===== src/rtl/btn_pkg.sv =====
// btn_pkg: state encoding and default parameter values shared by button_conditioner and tick_debouncer.
//   Contents: btn_state_t (RELEASED/PRESSED/LONG), *_DEF parameter defaults.
package btn_pkg;
  typedef enum logic [1:0] {RELEASED, PRESSED, LONG} btn_state_t;
  localparam int STABLE_TICKS_DEF = 2;
  localparam int LONG_SECS_DEF = 2;
  localparam int REPEAT_TICKS_DEF = 8;
endpackage


===== src/rtl/tick_debouncer.sv =====
// tick_debouncer: 2-flop synchroniser plus tick-sampled stability counter for one button.
//   i_clk, i_rst_n   clock, async active-low reset
//   i_btn_in         raw button, asynchronous to i_clk
//   i_db_tick        debounce sample strobe
//   o_level          debounced level (registered)
//   o_rise, o_fall   one-cycle events, high in the cycle whose edge flips o_level
module tick_debouncer
  import btn_pkg::*;
#(
  parameter int STABLE_TICKS = STABLE_TICKS_DEF
) (
  input  logic i_clk,
  input  logic i_rst_n,
  input  logic i_btn_in,
  input  logic i_db_tick,
  output logic o_level,
  output logic o_rise,
  output logic o_fall
);
  localparam int SW = $clog2(STABLE_TICKS + 1);
  logic [1:0]    r_sync;
  logic [SW-1:0] r_stab;
  logic          r_level;
  logic [SW-1:0] w_stab_inc;
  logic          w_diff;
  logic          w_flip;
  assign w_stab_inc = r_stab + SW'(1);
  assign w_diff     = r_sync[1] ^ r_level;
  assign w_flip     = i_db_tick && w_diff && (w_stab_inc == SW'(STABLE_TICKS));
  always_ff @(posedge i_clk or negedge i_rst_n) begin
    if (!i_rst_n) begin
      r_sync  <= '0;
      r_stab  <= '0;
      r_level <= 1'b0;
    end else begin
      r_sync <= {r_sync[0], i_btn_in};
      if (i_db_tick) r_stab <= (!w_diff || w_flip) ? '0 : w_stab_inc;
      if (w_flip) r_level <= ~r_level;
    end
  end
  // events are combinational so the top can register its pulses on the same edge that flips r_level
  assign o_level = r_level;
  assign o_rise  = w_flip && !r_level;
  assign o_fall  = w_flip && r_level;
endmodule


===== src/rtl/button_conditioner.sv =====
// button_conditioner: debounces one push-button and emits press/release/long/repeat event pulses.
//   i_clk, i_rst_n                   clock, async active-low reset
//   i_btn_in                         raw button, active-high, asynchronous
//   i_db_tick, i_sec_tick            one-cycle strobes from the clock divider
//   o_btn_level                      debounced level
//   o_press/o_release/o_long/o_repeat_pulse  one-cycle mutually exclusive events
//   o_held_long                      high while in long press
module button_conditioner
  import btn_pkg::*;
#(
  parameter int STABLE_TICKS = STABLE_TICKS_DEF,
  parameter int LONG_SECS    = LONG_SECS_DEF,
  parameter int REPEAT_TICKS = REPEAT_TICKS_DEF
) (
  input  logic i_clk,
  input  logic i_rst_n,
  input  logic i_btn_in,
  input  logic i_db_tick,
  input  logic i_sec_tick,
  output logic o_btn_level,
  output logic o_press_pulse,
  output logic o_release_pulse,
  output logic o_long_pulse,
  output logic o_repeat_pulse,
  output logic o_held_long
);
  localparam int SECW = $clog2(LONG_SECS + 1);
  localparam int REPW = $clog2(REPEAT_TICKS + 1);
  btn_state_t  r_state;
  logic [SECW-1:0] r_sec;
  logic [REPW-1:0] r_rep;
  logic r_press, r_release, r_long, r_repeat, r_held;
  logic w_level, w_rise, w_fall;
  logic [SECW-1:0] w_sec_inc;
  logic [REPW-1:0] w_rep_inc;
  logic w_sec_done, w_rep_done;
  tick_debouncer #(.STABLE_TICKS(STABLE_TICKS)) u_deb (
    .i_clk     (i_clk),
    .i_rst_n   (i_rst_n),
    .i_btn_in  (i_btn_in),
    .i_db_tick (i_db_tick),
    .o_level   (w_level),
    .o_rise    (w_rise),
    .o_fall    (w_fall)
  );
  assign w_sec_inc  = r_sec + SECW'(1);
  assign w_rep_inc  = r_rep + REPW'(1);
  assign w_sec_done = w_sec_inc == SECW'(LONG_SECS);
  assign w_rep_done = w_rep_inc == REPW'(REPEAT_TICKS);
  // fall is tested first in every state so a release always wins over a coinciding tick
  always_ff @(posedge i_clk or negedge i_rst_n) begin
    if (!i_rst_n) begin
      r_state   <= RELEASED;
      r_sec     <= '0;
      r_rep     <= '0;
      r_press   <= 1'b0;
      r_release <= 1'b0;
      r_long    <= 1'b0;
      r_repeat  <= 1'b0;
      r_held    <= 1'b0;
    end else begin
      r_press   <= 1'b0;
      r_release <= 1'b0;
      r_long    <= 1'b0;
      r_repeat  <= 1'b0;
      case (r_state)
        RELEASED: if (w_rise) begin
          r_state <= PRESSED;
          r_press <= 1'b1;
          r_sec   <= '0;
        end
        PRESSED: if (w_fall) begin
          r_state   <= RELEASED;
          r_release <= 1'b1;
          r_sec     <= '0;
        end else if (i_sec_tick) begin
          if (w_sec_done) begin
            r_state <= LONG;
            r_long  <= 1'b1;
            r_held  <= 1'b1;
            r_sec   <= '0;
            r_rep   <= '0;
          end else r_sec <= w_sec_inc;
        end
        LONG: if (w_fall) begin
          r_state   <= RELEASED;
          r_release <= 1'b1;
          r_held    <= 1'b0;
          r_sec     <= '0;
          r_rep     <= '0;
        end else if (i_db_tick) begin
          r_repeat <= w_rep_done;
          r_rep    <= w_rep_done ? '0 : w_rep_inc;
        end
        default: r_state <= RELEASED;
      endcase
    end
  end
  assign o_btn_level     = w_level;
  assign o_press_pulse   = r_press;
  assign o_release_pulse = r_release;
  assign o_long_pulse    = r_long;
  assign o_repeat_pulse  = r_repeat;
  assign o_held_long     = r_held;
endmodule


===== config.mk =====
export PLATFORM = sky130hd
export DESIGN_NAME = button_conditioner
export DESIGN_NICKNAME = d
export VERILOG_FILES = /design/src/rtl/btn_pkg.sv /design/src/rtl/tick_debouncer.sv /design/src/rtl/button_conditioner.sv
export SDC_FILE = /design/constraint.sdc
export NUM_CORES = 1
export LEC_CHECK = 0
export BUFFER_PORTS_ARGS = -buffer_cell sky130_fd_sc_hd__buf_4
export CAP_MARGIN = 25
export CORE_MARGIN = 4
export CORE_UTILIZATION = 50
export CTS_CLUSTER_SIZE = 40
export DETAILED_ROUTE_END_ITERATION = 10
export PLACE_DENSITY = 0.72
export SYNTH_ARGS = -nofsm -noshare
export SYNTH_HDL_FRONTEND = slang
export SYNTH_HIERARCHICAL = 1
export SYNTH_SLANG_ARGS = --single-unit

===== constraint.sdc =====
create_clock -name i_clk -period 1.85 [get_ports i_clk]
set_clock_uncertainty 0.1 [all_clocks]
set_input_delay 0.185 -clock i_clk [delete_from_list [all_inputs] [get_ports i_clk]]
set_output_delay 0.185 -clock i_clk [all_outputs]
set_load 0.01 [all_outputs]

* After elaboration in Yosys (flattened, before gate mapping)
Index checks and enable logic that the tools add are counted.
** Word-level totals
- Word-level logic and storage cells :: 79
- Output and inout port bits :: 6
- Register bits :: 18
- Bits of input ports :: 5
** Operators by class
- Reduce and logical (&&, ||, !) cells :: 15
- Add/subtract/negate cells :: 3
- Mux-type cells :: 35
- Equality and inequality tests :: 13
- Bitwise logic cells :: 2
** Operators with widths (count)
- $mux 4 :: 6
- $mux 2 :: 10
- $mux 1 :: 15
- $pmux 2 s3 :: 2
- $reduce_and 5->1 :: 2
- $ne 3x2->1 const B :: 3
- $pmux 4 s2 :: 1
- $reduce_and 4->1 :: 2
- $eq 2x2->1 const B :: 3
- $ne 2x2->1 const B :: 3
- $add 2x1->2 const B :: 2
- $add 4x1->4 const B :: 1
- $eq 4x4->1 const B :: 1
- $logic_and 1x1->1 :: 4
- $ne 2x1->1 const B :: 2
- $reduce_bool 3->1 :: 1
- $eq 2x1->1 const B :: 1
- $logic_not 1->1 :: 2
- $logic_not 2->1 :: 1
- $pmux 1 s2 :: 1
- $reduce_bool 2->1 :: 1
- $reduce_or 2->1 :: 1
- $logic_or 1x1->1 :: 1
- $not 1->1 :: 1
- $xor 1x1->1 :: 1

* Longest topological paths before layout
Gate-level depths: netlist (run 1).
- Word-level depth :: 6
- Depth in mapped cells :: 8
- Depth with buffers taken out :: 8

* Cells and area by module
Netlist (run 1), hierarchy kept.
** Modules (own cells, without submodules)
- button_conditioner :: seq. area each 325.3 sq um, times used 1, cells each 74, area each 785.8 sq um
- tick_debouncer :: seq. area each 125.1 sq um, times used 1, cells each 16, area each 221.5 sq um

* Worst setup path after synthesis (run 1)
No wires, ideal clock.
- Path type :: reg2reg
- Start :: register u_deb.r_stab[1]
- End :: register r_state[0]
- Cell stages (with the launch flop) :: 9
- Path slack :: -66 ps
- Buffers on the path :: 0
- Required time :: 1623 ps
- Arrival :: 1689 ps
- Setup time :: 127 ps
- Clock period less this slack :: 1916 ps
- Cell sequence :: dfrtp_1 -> inv_1 -> ha_1 -> nand2_1 -> nor3b_1 -> nand2b_4 -> o21ai_4 -> a21oi_2 -> mux2_1
** On the way
- Cells in the longest elaborated chain, start to end :: 6
- Elaborated cells between the ends (all ways) :: 12
- Classes of those cells :: add/sub: 1; eq/ne: 5; mux: 2; reduce/logical: 4
** RTL lines
- start: declaration :: line tick_debouncer.sv:22 : logic [SW-1:0] r_stab;
- start signal: assignment :: line tick_debouncer.sv:37 : if (i_db_tick) r_stab <= (!w_diff || w_flip) ? '0 : w_stab_inc;
- $add 2x1->2 * :: line tick_debouncer.sv:27 : assign w_stab_inc = r_stab + SW'(1);
- $eq 2x2->1 * :: line tick_debouncer.sv:29 : assign w_flip = i_db_tick && w_diff && (w_stab_inc == SW'(STABLE_TICKS));
- $logic_and 1x1->1 * :: line tick_debouncer.sv:29
- $logic_and 1x1->1 * :: line tick_debouncer.sv:44 : assign o_fall = w_flip && r_level;
- via w_fall :: line button_conditioner.sv:33 : logic w_level, w_rise, w_fall;
- $ne 3x2->1 (no source line), or another cell as far along
- $reduce_and 4->1 (no source line) / $pmux 2 s3 (equally long branches)
- end signal: assignment :: line button_conditioner.sv:53 : r_state <= RELEASED;
- end signal: assignment :: line button_conditioner.sv:68 : r_state <= PRESSED;
- end signal: assignment :: line button_conditioner.sv:73 : r_state <= RELEASED;
- end: declaration :: line button_conditioner.sv:29 : btn_state_t r_state;
Mark *: on every way through the listed nets, which the timed path passes. The rest lies on a longest branch.
A chain may end at the register's enable or synchronous reset.

* Final worst setup path (run 1)
Ends and elaborated chain as after synthesis.

==> metrics.yaml, run 1 <==
synth_area_leaders: "dfrtp_1, ha_1, o21ai_1"
end_kind: "flip-flop"
final_common_cell: "buf_4"
post_dp_cell_area_mm2: 0.00119
sw_frac_of_total: 0.348
drtPass1Iterations: 4
crit_slowest_cell: "dfrtp_1"
grt_max_degree: 19
place_congestion: 0.820
numCtsBuffers: 3
antenna_found_initial: 0
p_seq_frac: 0.366
r2r_end: "r_state[0]"
n_antenna_cell: 0
cp_num_buf_inv: 1
startpoint_type: "flip-flop"
finish.utilization: 0.720
grtUsageTotal: 0.155
rr_startpoint: "u_deb/r_stab[1]"
reg2reg_depth: 8
core_mm2: 0.00182
path_cells: "inv_2, ha_4, nand2_4, nor3b_4, nand2b_4, o21ai_4, a21oi_2, mux2_4"
port_buffers: 10
post-route-min-period_ps: 1790
drive_gt1_frac: 0.415
fin_tns_setup_ps: 0
finalNetCount: 132
grt_pass1_vias: 692
overflow: 0
met2_length_um: 878
cts_tree: "yes"
cts.htree.levels: 1
highest_layer: "met4"
run_status: "finished, final reports clean"
avgRoutedWirePerCell_um: 13.4
ant_nets: 0
syn_area_per_cell_um2: 11.2
finalSetupViolCount: 0
io-pin-count: 11
p_switching_w: 0.000508
wirelength_mm: 1.91
crit_family: "simple AND/OR/NAND/NOR gates"
netlist_instances: 90
dieArea_mm2: 0.00280
syn-cell-area_mm2: 0.00101
vias: 749
ys_warn_count: 6
wl_met1_um: 930
hold_violations: 0
slew_viol_final: 0
final_cell_mix: "buf_4, dfrtp_1, o21ai_1, ha_1"
area_growth_pct: 30.2
pre_cts_slack_ps: -67.7
dp_hpwl_mm: 1.32
leakage_nw: 0.619
worst_slack_ps: 60.9
ir_drop_uv: 835
core.rowCount: 15
holdPathEnd: "r_sec[0]"
grt_pass1_wl_mm: 3.04
rsz0062_at_grt: "yes"
whs_ps: 88.1
fin_area_mm2: 0.00131
clock_sinks: 18
clkTransAtPathRegs_ps: 90
synth.largest_area_cell: "dfrtp_1"
worstPathMaxFanout: 5
synth_top_area_frac: 0.447
synth.distinct_cells: 35
hold-path-cell-count: 3
hold_path.class: "in -> reg"
power.internal_w: 0.000954
chipHeight_um: 52.9
ys_seq_elements: 18
p_clk_frac: 0.159
root_buffer: "clkbuf_4"
p_comb_frac: 0.475
slowest_delay_ps: 380
start_util: 0.553
fmax_mhz: 559
cp.required_ps: 1930
seq_area_frac_synth: 0.447
clock_path_buffers: 2
worst-setup-path-type: "reg -> reg"
slew_headroom: 0.807
die_w_um: 52.9
viasPerCell: 5.24
drc: 0
worstMarginPinSlew_ps: 288
clock_latency_ps: 290
cp.arrival_ps: 1870
min_from: "i_sec_tick"
drtIter0Drc: 12
crit_start: "u_deb/r_stab[1]"
min_period_over_period: 0.967
dr_wl_met3_um: 88
synth_fp_nets: 103
drv_cap: 0
regToRegSetupSlack_ps: 60
powerDensity_mw_per_mm2: 1110
sequential cells by signal (all words and copies together), names as in the netlist, 2 cells and up:
signal	cells
r_sec	2
u_deb/r_stab	2
r_rep	4
r_state	2
u_deb/r_sync	2
how the worst max path moves through the flow:
stage / to / slack (ps) / cells after the start
finish: r_state[0] / 60 / 8
global route: r_state[0] / -40 / 8
CTS: r_state[0] / 0.9 / 8
detailed placement: r_state[0] / -70 / 8
global placement: r_state[0] / 20 / 8
floorplan: r_state[0] / 60 / 8
layer usage:
layer,global-route usage,vias to the layer above
met5,0,-
met1,0.186,353
li1,-,376
met2,0.252,18
met4,0.0511,0
met3,0.0592,2
power by group through the flow:
stage | Clock, W | Sequential (W) | Combinational (W)
floorplan | 0 | 0.000531 | 0.000366
global placement | 0 | 0.000529 | 0.000576
detailed placement | 0 | 0.000534 | 0.000587
CTS | 0.000248 | 0.000526 | 0.000608
global route | 0.000276 | 0.000545 | 0.000764
finish | 0.000232 | 0.000535 | 0.000694
layout make-up:
cell class	instances	area [um2]
inverters	7	26.3
fillers	146	509
flip-flops and latches	18	450
well taps	25	31.3
repair buffers	24	189
multi-input cells	65	578
clock buffers	4	36.3
worst min-delay path, delay by kind of cell:
kind | cells | cell delay [ps]
buf+inv | 1 | 130
simple gates | 1 | 70
compound gates | 1 | 60
kinds of logic after synthesis:
group,Yosys count,synth area share
adders and majority gates,8,0.0994
and+or+nand+nor,29,0.193
xor gates and xnor gates,3,0.0261
AOI/OAI and AO/OA,23,0.186
muxes,2,0.0224
buffers and inverters,7,0.0261
DFF,18,0.447
synthesized netlist by cell type (all sizes together):
master  number
nand2b       7
dfrtp       18
o22a         1
and2         2
nand3        3
and2b        1
o31ai        2
o31a         1
nand4        2
o32ai        1
a22oi        1
ha           8
nand3b       1
o21a         1
a21oi        3
o211ai       1
o21ai        9
a211oi       1
xnor2        2
a22o         1
nor3b        3
xor2         1
mux2         2
nor2         7
nand2        3
inv          7
o41ai        1
stage by stage:
stage	cells	power (W)
global route	143	0.00159
finish	143	0.00146
CTS	141	0.00138
floorplan	90	0.000897
detailed placement	134	0.00112
global placement	134	0.00110
timing repair:
action | in CTS | in global routing
pin swaps | 1 | 2
hold endpoints to repair | 19 | 0
hold buffers | 2 | 0
setup endpoints to repair | 6 | 8
resized for setup | 2 | 9
buffers inserted | 1 | 2
Power figures use the tool's default switching activity.
==> run 2, diff against run 1 <==
PLACE_DENSITY = 0.73   (was 0.72)
SYNTH_HIERARCHICAL = unset   (was 1)
==> run 2 against run 1 <==
Critical path depth down 3. Highest routed layer unchanged. Sequential cell count unchanged. Via count up 2.4%. Register-to-register slack about the same.
==> metrics.yaml, run 2 <==
p_clk_frac: 0.172  # +0.013
ys_top_cells_by_count: "dfrtp_1, nand2_1, ha_1"
final_common_cell: "dfrtp_1"
cts.htree.levels: 1  # unchanged
final_cell_mix: "dfrtp_1, buf_4, nand2_1"
power.internal_w: 0.000889  # -6.8%
dieArea_mm2: 0.00273  # -2.2%
post-route-min-period_ps: 1800  # +10.3 ps
synth_top_area_frac: 0.459  # +0.0120
viasPerCell: 5.60  # +6.9%
avgRoutedWirePerCell_um: 14.1  # +5.3%
powerDensity_mw_per_mm2: 1190  # +7.0%
largest_reg_flops: 4  # unchanged
n_antenna_cell: 0  # unchanged
rsz0062_at_grt: "yes"
min_period_over_period: 0.973  # +0.00558
ir_drop_uv: 588  # -30%
synth.most_common_cell: "dfrtp_1"
leakage_nw: 0.566  # -8.6%
slew_headroom: 0.754  # -0.0530
clock_sinks: 18  # unchanged
drv_cap: 0  # unchanged
drc: 0  # unchanged
root_buffer: "clkbuf_4"
p_switching_w: 0.000520  # +2.4%
clock_path_buffers: 2  # unchanged
seq_area_frac_synth: 0.459  # +0.0120
dp.cells: 130  # -3.0%
io-pin-count: 11  # unchanged
run_status: "finished, final reports clean"
finalNetCount: 124  # -6.1%
finalSetupViolCount: 0  # unchanged
overflow: 0  # unchanged
reg2reg_depth: 5  # -3
drtPass1Iterations: 4  # unchanged
synth_area_leaders: "dfrtp_1, ha_1, a21o_1"
syn-cell-area_um2: 981  # -2.6%
hold_path.class: "in -> reg"
instances_no_fill: 137  # -4.2%
p_seq_frac: 0.380  # +0.014
slew_viol_final: 0  # unchanged
end_kind: "flip-flop"
synth_edf_count: 0  # unchanged
max_flop_register: "r_rep"
port_buffers: 10  # unchanged
cts_tree: "yes"
hold-path-cell-count: 2  # -1
core_mm2: 0.00178  # -2.1%
cp.arrival_ps: 1890  # +20 ps
cp.required_ps: 1940  # about the same
grtUsageTotal: 0.166  # +0.0113
area_growth_pct: 20.4
fmax_mhz: 556  # -0.57%
sw_frac_of_total: 0.369  # +0.0217
grt_max_degree: 19  # unchanged
p_comb_frac: 0.448  # -0.027
ys.flop_type: "dfrtp_1"
netlist_instances: 95  # +5.6%
die_w_um: 52.3  # -1.1%
hold_violations: 0  # unchanged
whs_ps: 64.2  # -24.0 ps
drive_gt1_frac: 0.241  # -0.174
synth.largest_area_cell: "dfrtp_1"
wirelength_mm: 1.93  # +0.89%
numCtsBuffers: 3  # unchanged
synth_fp_nets: 106  # +2.9%
start_util: 0.550  # -0.00309
grt_pass1_vias: 760  # +9.8%
worstPathMaxFanout: 4  # -1
clock_latency_ps: 290  # about the same
startpoint_type: "flip-flop"
worstMarginPinSlew_ps: 365  # +77.0 ps
vias: 767  # +2.4%
grt_pass1_wl_mm: 3.32  # +9.3%
chipHeight_um: 52.3  # -1.1%
syn_area_per_cell_um2: 10.3  # -7.7%
antenna_found_initial: 0  # unchanged
core.rowCount: 15  # unchanged
place_congestion: 0.808  # -1.6%
ant_nets: 0  # unchanged
synthArstFlopShare: 1.00  # unchanged
dp_hpwl_mm: 1.43  # +7.9%
ys_seq_elements: 18  # unchanged
drtIter0Drc: 5  # -7
worst-setup-path-type: "reg -> reg"
clkTransAtPathRegs_ps: 110  # +20 ps
ys_warn_count: 0  # -6
synth.distinct_cells: 40  # +14%
-- run 2: changes by cell type in the layout (fill, tap and decap cells not counted), sizes merged, moves of 3 or more --
cell / delta
a21o: +4
buf: -8
nor3: +4
o21ai: -4
nor2: -3
nand2b: -6
nand2: +5
-- run 2: cell type report --
type | instances | area, um2
clock buffers | 4 | 36.3
fillers | 143 | 602
inverters | 5 | 18.8
multi-input cells | 69 | 519
flip-flops and latches | 18 | 450
well taps | 25 | 31.3
repair buffers | 16 | 125
-- run 2: cell families (layout without fill, tap and decap cells) --
logic type / Yosys count / count (layout) / synth area share
xor gates and xnor gates: 2 / 2 / 0.0179
adders and majority gates: 6 / 6 / 0.0765
buffers and inverters: 8 / 25 / 0.0395
DFF: 18 / 18 / 0.459
muxes: 1 / 1 / 0.0115
and+or+nand+nor: 36 / 36 / 0.227
AOI/OAI and AO/OA: 24 / 24 / 0.168
-- run 2: worst paths after layout --
path	start	end	slack, ps
hold reg to reg	u_deb.r_sync[0]	u_deb.r_sync[1]	270
max in group asynchronous	i_rst_n	r_rep[0]	1280
min in group asynchronous	i_rst_n	u_deb.r_stab[1]	180
setup / recovery	r_state[0]	r_sec[0]	50
setup reg to reg	r_state[0]	r_sec[0]	50
hold / removal	i_db_tick	u_deb.r_stab[1]	60
-- run 2: power groups by stage --
| stage | logic [W] | registers [W] | clock network [W] |
|---|---|---|---|
| after global placement | 0.000543 | 0.000531 | 0 |
| final | 0.000631 | 0.000535 | 0.000242 |
| after detailed placement | 0.000567 | 0.000538 | 0 |
| after CTS | 0.000573 | 0.000529 | 0.000246 |
| after floorplan | 0.000432 | 0.000530 | 0 |
| after global routing | 0.000709 | 0.000546 | 0.000268 |
-- run 2: repair_timing --
action / in CTS / in global routing
gates resized for setup: 0 / 5
setup endpoints to repair: 0 / 5
hold buffers: 2 / 0
buffers inserted: 0 / 1
hold endpoints to repair: 19 / 0
-- run 2: layer usage --
metal | track usage | wire (um)
met1 | 0.207 | 876
met2 | 0.279 | 983
met3 | 0.0256 | 56
met4 | 0.0766 | 13
met5 | 0 | 0
-- run 2: through the flow --
step,cell area (um2),power [W],setup TNS [ps],util,setup WS (ps)
2_1_floorplan,981,0.000962,0,-,30.6
3_3_place_gp,1090,0.00107,0,0.611,70.1
3_5_place_dp,1090,0.00110,0,0.611,24.4
4_1_cts,1150,0.00135,0,0.643,18.7
5_1_grt,1180,0.00152,-9.15,0.662,-9.15
6_report,1180,0.00141,0,0.662,50.6
-- run 2: worst max-delay path: stages, from the launching register on --
cell,delay (ps)
dfrtp_1,390
inv_1,90
ha_1,260
or2_2,340
a221o_1,320
a32o_1,200
==> run 3, diff against run 2 <==
ABC_AREA = 1   (was unset)
CORE_MARGIN = 2   (was 4)
PLACE_DENSITY = 0.72   (was 0.73)
==> run 3 against run 2 <==
Cell area decreased by 2.8%. Global-route usage grew 1.5 points. Critical path depth rose by 2. Critical path type unchanged. Non-clock buffer count down 4. Largest cell class unchanged. Count of clock-buffer cells in the layout is 1 lower. Routed wire length decreased by 5.5%. Critical endpoint is now o_repeat_pulse.
==> metrics.yaml, run 3 <==
synth_top_area_frac: 0.452  # -0.00749
slew_headroom: 0.817  # +0.0628
io-pin-count: 11  # unchanged
instances_no_fill: 165  # +20%
avgRoutedWirePerCell_um: 11.0  # -22%
cp.arrival_ps: 1590  # -300 ps
synth.largest_area_cell: "dfrtp_1"
vias: 783  # +2.1%
crit_path_frequent_cell: "nand2_4"
worstPathMaxFanout: 6  # +2
area_growth_pct: 15.2
drv_cap: 0  # unchanged
synth.most_common_cell: "nand2_1"
overflow: 0  # unchanged
cts_hold_buf: 2  # unchanged
cp.required_ps: 1950  # about the same
end_kind: "flip-flop"
die_w_um: 48.7  # -7.0%
syn_area_per_cell_um2: 8.11  # -21%
drive_gt1_frac: 0.217  # -0.0237
rsz0062_at_grt: "no"
wirelength_mm: 1.82  # -5.5%
final_common_cell: "nand2_1"
drtIter0Drc: 17  # +12
drtPass1Iterations: 4  # unchanged
finalSetupViolCount: 0  # unchanged
netlist_instances: 123  # +29%
ys.flop_type: "dfrtp_1"
ys_top_cells_by_count: "nand2_1, dfrtp_1, inv_1"
post-route-min-period_ps: 1490  # -311 ps
fillers: 188  # +31%
worst-setup-path-type: "reg -> reg"
cts_setup_buffers: 0  # unchanged
hold_path.class: "in -> reg"
slowest_delay_ps: 390  # about the same
clkTransAtPathRegs_ps: 90  # -20 ps
fin_tns_setup_ps: 0  # unchanged
core_mm2: 0.00192  # +7.8%
grt_max_degree: 19  # unchanged
worstMarginPinSlew_ps: 274  # -90.7 ps
core.rowCount: 16  # +1
chipHeight_um: 48.7  # -7.0%
cts.htree.levels: 1  # unchanged
syn-cell-area_um2: 997  # +1.7%
n_antenna_cell: 0  # unchanged
fmax_mhz: 672  # +21%
synth_fp_nets: 134  # +26%
seq_area_frac_synth: 0.452  # -0.00749
synth_edf_count: 0  # unchanged
root_buffer: "clkbuf_4"
leakage_nw: 0.627  # +11%
final_cell_mix: "nand2_1, dfrtp_1, inv_1"
crit_slowest_cell: "dfrtp_1"
grtUsageTotal: 0.181  # +0.0151
slew_viol_final: 0  # unchanged
max_flop_register: "r_rep"
dp_hpwl_mm: 1.37  # -3.9%
hold_violations: 0  # unchanged
dp.cells: 160  # +23%
grt_pass1_wl_mm: 3.33  # +0.21%
synth.distinct_cells: 20  # -50%
ys_warn_count: 0  # unchanged
startpoint_type: "flip-flop"
run_status: "finished, final reports clean"
clock_path_buffers: 2  # unchanged
synthArstFlopShare: 1.00  # unchanged
start_util: 0.519  # -0.0313
clock_sinks: 18  # unchanged
port_buffers: 10  # unchanged
ant_nets: 0  # unchanged
grt_pass1_vias: 787  # +3.6%
place_congestion: 0.854  # +5.7%
antenna_found_initial: 0  # unchanged
dieArea_mm2: 0.00237  # -13%
clock_latency_ps: 280  # about the same
largest_reg_flops: 4  # unchanged
ys_seq_elements: 18  # unchanged
path_cells: "ha_1, nand2_2, inv_2, nand2_4, nand2_4, nor2_1, nor3b_1"
ir_drop_uv: 828  # +41%
cts_tree: "yes"
viasPerCell: 4.75  # -15%
finalNetCount: 151  # +22%
finalPower_w: 0.00144  # +2.1%
min_period_over_period: 0.805  # -0.168
drc: 0  # unchanged
synth_area_leaders: "dfrtp_1, nand2_1, ha_1"
powerDensity_mw_per_mm2: 1250  # +5.0%
numCtsBuffers: 3  # unchanged
cts_resized: 0  # unchanged
## run 3: cell count changes in the layout (fill, tap and decap cells not counted), moves of 4 or more
cell	delta
nand2_1	+26
inv_1	+11
nor2_1	+9
nand2_2	+5
a21o_1	-4
a21oi_1	-4
buf_4	-4
inv_2	+4
nand3_1	+4
nor3_1	-4
## run 3: through the flow
stage,worst slack (ps),utilization,area (um2),hold WS [ps]
floorplan,522,-,997,-211
global placement,429,0.576,1110,-37.2
detailed placement,372,0.576,1110,-34.3
CTS,345,0.598,1150,15.5
global route,187,0.598,1150,26.4
finish,361,0.598,1150,28.9
## run 3: cell type report
cell class / count / area (um2) / share of cell area
inverter: 20 / 75.1 / 0.0654
clock buffer: 3 / 22.5 / 0.0196
timing repair buffer: 12 / 95.1 / 0.0828
multi-input combinational: 85 / 472 / 0.411
tap: 27 / 33.8 / 0.0294
sequential: 18 / 450 / 0.392
## run 3: worst max-delay path, delay by kind of cell (launching register included)
kind                       cells  cell delay (ps)
and+or+nand+nor                5              640
DFF                            1              390
adders and majority gates      1              200
buffers and inverters          1               60
## run 3: final timing paths
kind                            slack, ps              end       startpoint  cells past startpoint
worst max-delay path                  360   o_repeat_pulse  u_deb.r_stab[0]                      7
worst min-delay path                   30  u_deb.r_stab[1]        i_db_tick                      2
worst max register to register        360   o_repeat_pulse  u_deb.r_stab[0]                      7
worst min register to register        260  u_deb.r_sync[1]  u_deb.r_sync[0]                      0
max in group asynchronous            1230       r_state[1]          i_rst_n                      2
min in group asynchronous             220   o_repeat_pulse          i_rst_n                      2
## run 3: kinds of logic after synthesis
group | Yosys count | share of synthesized area
buffers and inverters | 20 | 0.0753
xor gates and xnor gates | 1 | 0.00878
and+or+nand+nor | 70 | 0.345
AOI/OAI and AO/OA | 8 | 0.0439
adders and majority gates | 6 | 0.0753
DFF | 18 | 0.452
## run 3: report_power, final
group          internal, W  switching, W
Clock            0.0000756      0.000108
Sequential        0.000475     0.0000657
Combinational     0.000263      0.000450
## run 3: layer usage
| layer | GRT usage | part of all wire |
|---|---|---|
| met5 | 0 | 0 |
| met4 | 0.0714 | 0.017 |
| met3 | 0.0278 | 0.032 |
| met2 | 0.299 | 0.49 |
| met1 | 0.239 | 0.46 |
